**config.mk**
```make
export PLATFORM = sky130hd
export DESIGN_NAME = bit_serializer_flat
export DESIGN_NICKNAME = d
export VERILOG_FILES = /design/src/rtl/bit_serializer_pkg.sv /design/src/rtl/bit_serializer_if.sv /design/src/rtl/bit_serializer.sv /design/src/flat_wrapper.sv
export SDC_FILE = /design/constraint.sdc
export NUM_CORES = 1
export LEC_CHECK = 0
export ABC_AREA = 1
export CORE_UTILIZATION = 42
export DETAILED_ROUTE_END_ITERATION = 7
export PLACE_DENSITY_LB_ADDON = 0.1
export SYNTH_ARGS = -nofsm -noshare
export SYNTH_HDL_FRONTEND = slang
export SYNTH_SLANG_ARGS = --single-unit
```
**constraint.sdc**
```tcl
create_clock -name clk -period 1.3 [get_ports clk]
set_input_delay 0.325 -clock clk [delete_from_list [all_inputs] [get_ports clk]]
set_output_delay 0.325 -clock clk [all_outputs]
set_load 0.01 [all_outputs]
```
**src/rtl/bit_serializer_pkg.sv**
```systemverilog
// ============================================================================
// Module   : bit_serializer_pkg
// Brief    : Shared FSM encoding and idle line level for the serializer and
//            the downstream sequence detector.
// Revision : 1.0 - initial release
// ============================================================================
`default_nettype none

package bit_serializer_pkg;

  typedef enum logic [0:0] {
    IDLE  = 1'b0,
    SHIFT = 1'b1
  } state_e;

  // Level driven on x when no word is in flight; keeps the detector quiet.
  localparam logic X_IDLE_LEVEL = 1'b0;

endpackage

`default_nettype wire

```
**src/rtl/bit_serializer_if.sv**
```systemverilog
// ============================================================================
// Module   : bit_serializer_if
// Brief    : Load handshake plus serial output bundle of the bit serializer.
// Revision : 1.0 - initial release
// ============================================================================
`default_nettype none

interface bit_serializer_if #(
  parameter int WIDTH = 8
);

  logic [WIDTH-1:0] din;
  logic             load_valid;
  logic             load_ready;
  logic             x;
  logic             busy;
  logic             last;

  modport master (
    output din,
    output load_valid,
    input  load_ready,
    input  x,
    input  busy,
    input  last
  );

  modport slave (
    input  din,
    input  load_valid,
    output load_ready,
    output x,
    output busy,
    output last
  );

endinterface

`default_nettype wire

```
**src/rtl/bit_serializer.sv**
```systemverilog
// ============================================================================
// Module   : bit_serializer
// Brief    : Parallel-in, serial-out stage feeding the sequence detector's x.
//            Define SERIALIZER_LSB_FIRST_EN to emit din[0] first.
// Revision : 1.0 - initial release
// ============================================================================
`default_nettype none

module bit_serializer
  import bit_serializer_pkg::*;
#(
  parameter int WIDTH = 8
) (
  input  logic             clk,
  input  logic             reset,
  bit_serializer_if.slave  bus
);

  localparam int            CW       = $clog2(WIDTH);
  localparam logic [CW-1:0] CNT_LAST = CW'(WIDTH - 1);

  state_e           state_q, state_d;
  logic [WIDTH-1:0] sr_q, sr_d;
  logic [CW-1:0]    cnt_q, cnt_d;
  logic             x_q, x_d;
  logic             is_last;
  logic             accept;

`ifdef SERIALIZER_LSB_FIRST_EN
  function automatic logic head_bit(input logic [WIDTH-1:0] w);
    return w[0];
  endfunction

  function automatic logic [WIDTH-1:0] advance(input logic [WIDTH-1:0] w);
    return w >> 1;
  endfunction
`else
  function automatic logic head_bit(input logic [WIDTH-1:0] w);
    return w[WIDTH-1];
  endfunction

  function automatic logic [WIDTH-1:0] advance(input logic [WIDTH-1:0] w);
    return w << 1;
  endfunction
`endif

  assign is_last        = (state_q == SHIFT) && (cnt_q == CNT_LAST);
  assign bus.load_ready = (state_q == IDLE) || is_last;
  assign accept         = bus.load_valid && bus.load_ready;

  assign bus.x    = x_q;
  assign bus.busy = (state_q == SHIFT);
  assign bus.last = is_last;

  // x_q carries the bit on the wire; sr_q holds the bits still to come,
  // already aligned so head_bit() yields the next one.
  always_comb begin
    state_d = state_q;
    sr_d    = sr_q;
    cnt_d   = cnt_q;
    x_d     = x_q;
    case (state_q)
      IDLE: begin
        x_d = X_IDLE_LEVEL;
        if (accept) begin
          state_d = SHIFT;
          x_d     = head_bit(bus.din);
          sr_d    = advance(bus.din);
          cnt_d   = '0;
        end
      end
      SHIFT: begin
        if (!is_last) begin
          x_d   = head_bit(sr_q);
          sr_d  = advance(sr_q);
          cnt_d = cnt_q + CW'(1);
        end else if (accept) begin
          // Reload on the final bit so the next word follows with no gap.
          x_d   = head_bit(bus.din);
          sr_d  = advance(bus.din);
          cnt_d = '0;
        end else begin
          state_d = IDLE;
          x_d     = X_IDLE_LEVEL;
          sr_d    = '0;
          cnt_d   = '0;
        end
      end
      default: begin
        state_d = IDLE;
        x_d     = X_IDLE_LEVEL;
        sr_d    = '0;
        cnt_d   = '0;
      end
    endcase
  end

  always_ff @(posedge clk or negedge reset) begin
    if (!reset) begin
      state_q <= IDLE;
      sr_q    <= '0;
      cnt_q   <= '0;
      x_q     <= X_IDLE_LEVEL;
    end else begin
      state_q <= state_d;
      sr_q    <= sr_d;
      cnt_q   <= cnt_d;
      x_q     <= x_d;
    end
  end

endmodule

`default_nettype wire

```
**src/flat_wrapper.sv**
```systemverilog
// flat-port wrapper written by rule: the top's interface ports become plain ports
module bit_serializer_flat import bit_serializer_pkg::*;
#(
  parameter int WIDTH = 8
)
  (clk, reset, bus_din, bus_load_valid, bus_load_ready, bus_x, bus_busy, bus_last);
  bit_serializer_if #(.WIDTH(WIDTH)) bus_i ();
  input  logic clk;
  input  logic reset;
  input wire logic [$bits(bus_i.din)-1:0] bus_din;
  input wire logic [$bits(bus_i.load_valid)-1:0] bus_load_valid;
  output wire logic [$bits(bus_i.load_ready)-1:0] bus_load_ready;
  output wire logic [$bits(bus_i.x)-1:0] bus_x;
  output wire logic [$bits(bus_i.busy)-1:0] bus_busy;
  output wire logic [$bits(bus_i.last)-1:0] bus_last;
  assign bus_i.din = bus_din;
  assign bus_i.load_valid = bus_load_valid;
  assign bus_load_ready = bus_i.load_ready;
  assign bus_x = bus_i.x;
  assign bus_busy = bus_i.busy;
  assign bus_last = bus_i.last;
  bit_serializer #(.WIDTH(WIDTH)) u_core (.clk(clk), .reset(reset), .bus(bus_i));
endmodule
```
==> results of run 1 <==
per-layer routing:
layer / vias up / global-route usage (%) / wire, µm
met1: 257 / 24.05 / 610
met2: 17 / 29.37 / 601
met5: - / 0 / 0
li1: 298 / - / -
met3: 2 / 3.261 / 54
met4: 0 / 7.500 / 21
path summary, 6_finish.rpt:
kind                                 start               to  cells past startpoint
min                                  reset  u_core.bus.busy                      2
max in group asynchronous            reset   u_core.sr_q[5]                      2
min reg2reg                u_core.cnt_q[1]  u_core.cnt_q[1]                      2
max                        u_core.cnt_q[0]   bus_load_ready                      5
min in group clk           u_core.cnt_q[1]  u_core.cnt_q[1]                      2
max reg2reg                u_core.cnt_q[0]   u_core.sr_q[4]                      8
power groups by stage:
stage / combinational (mW) / clock, mW / sequential, mW
floorplan: 0.454 / 0 / 0.601
global placement: 0.678 / 0 / 0.606
detailed placement: 0.695 / 0 / 0.611
CTS: 0.727 / 0.242 / 0.606
global route: 0.815 / 0.252 / 0.620
finish: 0.719 / 0.239 / 0.604
cell families after synthesis:
group / count (synthesis)
AO/OA/AOI/OAI: 7
flip-flops: 12
adder cells (fa/ha/maj): 2
AND/OR/NAND/NOR: 48
buffers and inverters: 13
sequential cells by signal, summed over array words and instances, names as in the netlist:
name	flops
u_core.cnt_q	3
u_core.bus.x	1
u_core.sr_q	7
u_core.bus.busy	1
through the flow:
stage / std cells / hold WS [ns] / worst slack, ns / instance area (µm²) / total power, mW
global route: 118 / 0.3824 / -0.3000 / 847.1 / 1.687
floorplan: 82 / 0.02941 / 0.009145 / 630.6 / 1.055
finish: 118 / 0.3363 / -0.2706 / 847.1 / 1.562
detailed placement: 114 / 0.4734 / -0.3872 / 807.0 / 1.307
CTS: 118 / 0.3392 / -0.2630 / 845.8 / 1.575
global placement: 114 / 0.4590 / -0.3715 / 807.0 / 1.284
what timing repair did:
action / CTS / global route
buffers inserted: 1 / 0
pin swaps: 1 / 0
gates resized for setup: 14 / 1
setup endpoints to repair: 10 / 9
cell type report:
| type | instances | area (µm²) | share of cell area (%) |
|---|---|---|---|
| Inverter | 10 | 38.79 | 4.579 |
| Clock buffer | 3 | 22.52 | 2.659 |
| Timing Repair Buffer | 21 | 187.7 | 22.16 |
| Multi-Input combinational cell | 57 | 279.0 | 32.94 |
| Sequential cell | 12 | 300.3 | 35.45 |
| Tap cell | 15 | 18.77 | 2.216 |
cell usage after synthesis:
library cell,instances,share of area [%]
a21oi_1,6,4.8
buf_2,1,0.80
ha_1,2,4.0
dfrtp_1,12,48
nand2_1,18,11
nand3_1,11,8.8
o21ai_0,1,0.80
nor2_1,18,11
clkinv_1,1,0.60
inv_2,1,0.60
inv_1,8,4.8
buf_6,2,3.6
nor2_4,1,1.8
critical path, cell delays in order, from the launching register on:
cell and delay, ns:
dfrtp_1 0.40, ha_2 0.19, ha_4 0.16, clkinv_2 0.05
nand2_2 0.05, buf_6 0.12
==> impl_metrics.tcl, run 1 <==
set metrics [dict create \
    status "complete, but fails checks" \
    violations "negative setup slack" \
    root_buffer "clkbuf_4" \
    overflow 0 \
    combPwrFrac_pct 46.0 \
    diodes 0 \
    worst_slew_pin_slew_ns 0.2387 \
    ioPinCount 15 \
    track_usage_pct 18.25 \
    p_clk_share_pct 15.3 \
    synth_compound_area_share_pct 5.589 \
    p_sw_mw 0.5847 \
    synth_xor_area_share_pct 0 \
    cp.required_ns 0.98 \
    portBuffers 14 \
    cts_max_level 1 \
    p_leak_nw 0.4690 \
    max_clock_freq_mhz 636.7 \
    period_needed_ns 1.571 \
    skew_ns 0.0006851 \
    ir_drop_v 0.001176 \
    drv_slew 0 \
    cts_hold_buf 0 \
    cts_tree "done" \
    dieArea_um2 1651 \
    slew_headroom_pct 84.05 \
    cts_buffer_depth 2 \
    cp-start-kind "flop" \
    syn2layout_area_growth_pct 35.13 \
    syn-num-nets 95 \
    synth_area_um2 626.9 \
    synth_top_family_by_area "simple AND/OR/NAND/NOR gates" \
    rsz0062_at_grt "yes" \
    switching_share_pct 37.43 \
    routed_wirelength_um 1288 \
    hold_viol 0 \
    grt_pass1_vias 447 \
    antenna_found_initial 0 \
    post_synth_fa_ha_maj_area_fraction_pct 3.992 \
    setup_viol 3 \
    cp_data_arrival_time_ns 1.25 \
    layout.cells.most_common "nor2_1" \
    maxCapViolCount 0 \
    antenna_left 0 \
    vias_per_cell 4.864 \
    fin_tns_setup_ns -0.5371 \
    first_pass_iters 4 \
    rows 13 \
    die_w_um 40.63 \
    rrSetupSlack_ns -0.01 \
    grt_max_degree 17 \
    tritoncts_num_sinks 12 \
    gp_congestion 0.7465 \
    cp-end-kind "output port" \
    core_area_um2 1350 \
    vias 574 \
    p_int_mw 0.9775 \
    pwr-share-seq_pct 38.7 \
    crit_type "flop to output port" \
    clkTransAtPathRegs_ns 0.08 \
    drt-wirelength-per-cell_um 10.92 \
    grt_pass1_wl_um 1911 \
    muxShareOfSynthArea_pct 0 \
    insertion_delay_ns 0.28 \
    post-route-util_pct 62.74 \
    most-common-layout-cells "nor2_1, nand2_1, dfrtp_1, nand3_1, clkdlybuf4s50_1" \
    numCtsBuffers 3 \
    post-dp-hpwl_um 935.2 \
    postSynthAreaPerCell_um2 7.645 \
    drtIter0Drc 8 \
    initial_core_util_pct 46.43 \
    fin_ws_ns -0.2706 \
    drc 0 \
    yosysSeqAreaShare_pct 47.90 \
    p_per_area_nw_per_um2 1844 \
    layout.nets 118 \
    drive_above_1_share_pct 17.48 \
    hold_class "input port to async pin" \
    ys_types 13 \
    fill_cells 107 \
    worstPathMaxFanout 3 \
    fin_crit_sh_pct 120.8 \
    die_h_um 40.63 \
    synthCells 82 \
    ys_warn_count 0 \
    synth_seq_cells 12 \
    synthSimpleGateAreaFrac_pct 32.14 \
]
No activity file was read; power rests on OpenSTA's default activity.
==> inputs of run 2 (changes only) <==
--- a/config.mk
+++ b/config.mk
@@ -6,6 +6,7 @@
 export NUM_CORES = 1
 export LEC_CHECK = 0
 export ABC_AREA = 1
+export CORE_MARGIN = 2
 export CORE_UTILIZATION = 42
 export DETAILED_ROUTE_END_ITERATION = 7
 export PLACE_DENSITY_LB_ADDON = 0.1
==> impl_metrics.tcl, run 2 (synthesis results as in run 1) <==
set metrics [dict create \
    p_int_mw 0.9756 \
    cp.required_ns 0.98 \
    first_pass_iters 4 \
    hold_viol 0 \
    slew_headroom_pct 82.87 \
    grt_max_degree 17 \
    drc 0 \
    cp_data_arrival_time_ns 1.23 \
    p_sw_mw 0.5730 \
    setup_viol 5 \
    initial_core_util_pct 46.43 \
    drtIter0Drc 8 \
    crit_type "flop to output port" \
    grt_pass1_vias 531 \
    routed_wirelength_um 1310 \
    fin_tns_setup_ns -0.5123 \
    drt-wirelength-per-cell_um 11.10 \
    fin_crit_sh_pct 119.7 \
    core_area_um2 1350 \
    syn2layout_area_growth_pct 34.93 \
    insertion_delay_ns 0.27 \
    p_clk_share_pct 14.9 \
    diodes 0 \
    ff2ff_path_depth 6 \
    p_per_area_nw_per_um2 1831 \
    die_w_um 42.63 \
    grt_pass1_wl_um 2263 \
    most-common-layout-cells "nor2_1, nand2_1, dfrtp_1, nand3_1, clkdlybuf4s50_1" \
    maxCapViolCount 0 \
    drive_above_1_share_pct 17.48 \
    die_h_um 42.63 \
    cp-start-kind "flop" \
    post-dp-hpwl_um 947.1 \
    cp-end-kind "output port" \
    antenna_found_initial 0 \
    combPwrFrac_pct 46.1 \
    numCtsBuffers 3 \
    portBuffers 14 \
    stdcell_area_um2 845.8 \
    worstPathMaxFanout 3 \
    clkTransAtPathRegs_ns 0.08 \
    fill_cells 125 \
    layout.nets 118 \
    max_clock_freq_mhz 642.7 \
    cts_buffer_depth 2 \
    cts_tree "done" \
    vias_per_cell 4.983 \
    rows 13 \
    gp_congestion 0.7809 \
    violations "negative setup slack" \
    ioPinCount 15 \
    vias 588 \
    ir_drop_v 0.001190 \
    status "complete, but fails checks" \
    largest_register_ffs 7 \
    period_needed_ns 1.556 \
    dieArea_um2 1817 \
    skew_ns 0.005615 \
    switching_share_pct 37.00 \
    tritoncts_num_sinks 12 \
    pwr-share-seq_pct 39.0 \
    drv_slew 0 \
    top_regs "u_core.sr_q (7), u_core.cnt_q (3)" \
    rsz0062_at_grt "yes" \
    p_leak_nw 0.4672 \
    top_register "u_core.sr_q" \
    place_area_um2 807.0 \
    fin_ws_ns -0.2560 \
    hold_class "input port to async pin" \
    track_usage_pct 16.71 \
    root_buffer "clkbuf_4" \
    layout.cells.most_common "nor2_1" \
    antenna_left 0 \
    cts_max_level 1 \
    overflow 0 \
    worst_slew_pin_slew_ns 0.2563 \
    post-route-util_pct 62.65 \
]
## run 2: metrics by stage
step	hold slack [ns]	worst slack, ns	cells	total power, mW
global placement	0.4591	-0.3716	114	1.284
floorplan	0.02941	0.009145	82	1.055
finish	0.3413	-0.2560	118	1.549
CTS	0.3476	-0.2630	118	1.563
global route	0.3853	-0.3055	118	1.697
detailed placement	0.4737	-0.3972	114	1.302
## run 2: worst max-delay path, stage by stage, from the launching register on
cell,delay (ns)
dfrtp_1,0.39
ha_2,0.19
ha_4,0.17
clkinv_2,0.05
nand2_2,0.05
buf_6,0.11
## run 2: area by class of cell
type,count,area [µm²],area share (%)
Timing Repair Buffer,21,186.4,22.04
Clock buffer,3,22.52,2.663
Multi-Input combinational cell,57,279.0,32.99
Tap cell,15,18.77,2.219
Sequential cell,12,300.3,35.50
Inverter,10,38.79,4.586
## run 2: timing repair
item | CTS | global route
setup endpoints to repair | 10 | 8
gates resized for setup | 14 | 0
hold buffers | 0 | 0
pin swaps | 1 | 0
setup buffers | 1 | 0
## run 2: final timing paths
kind | slack, ns | endpoint | startpoint
min in group clk | 0.49 | u_core.cnt_q[1] | u_core.cnt_q[1]
min | 0.34 | u_core.sr_q[2] | reset
min reg2reg | 0.49 | u_core.cnt_q[1] | u_core.cnt_q[1]
max in group asynchronous | 0.80 | u_core.cnt_q[1] | reset
max reg2reg | -0.01 | u_core.sr_q[4] | u_core.cnt_q[0]
max | -0.26 | bus_load_ready | u_core.cnt_q[0]
## run 2: power groups by stage
| stage | logic, mW | clock network, mW | registers, mW |
|---|---|---|---|
| after floorplan | 0.454 | 0 | 0.601 |
| after global placement | 0.678 | 0 | 0.606 |
| after detailed placement | 0.691 | 0 | 0.611 |
| after CTS | 0.723 | 0.236 | 0.605 |
| after global routing | 0.829 | 0.245 | 0.623 |
| final | 0.715 | 0.231 | 0.603 |
## run 2: per-layer routing
metal	part of all wire (%)	vias up	global-route usage, %
met1	46	277	20.38
met4	1.2	0	9.375
met2	48	10	27.27
li1	-	299	-
met5	0	-	0
met3	4.6	2	3.017
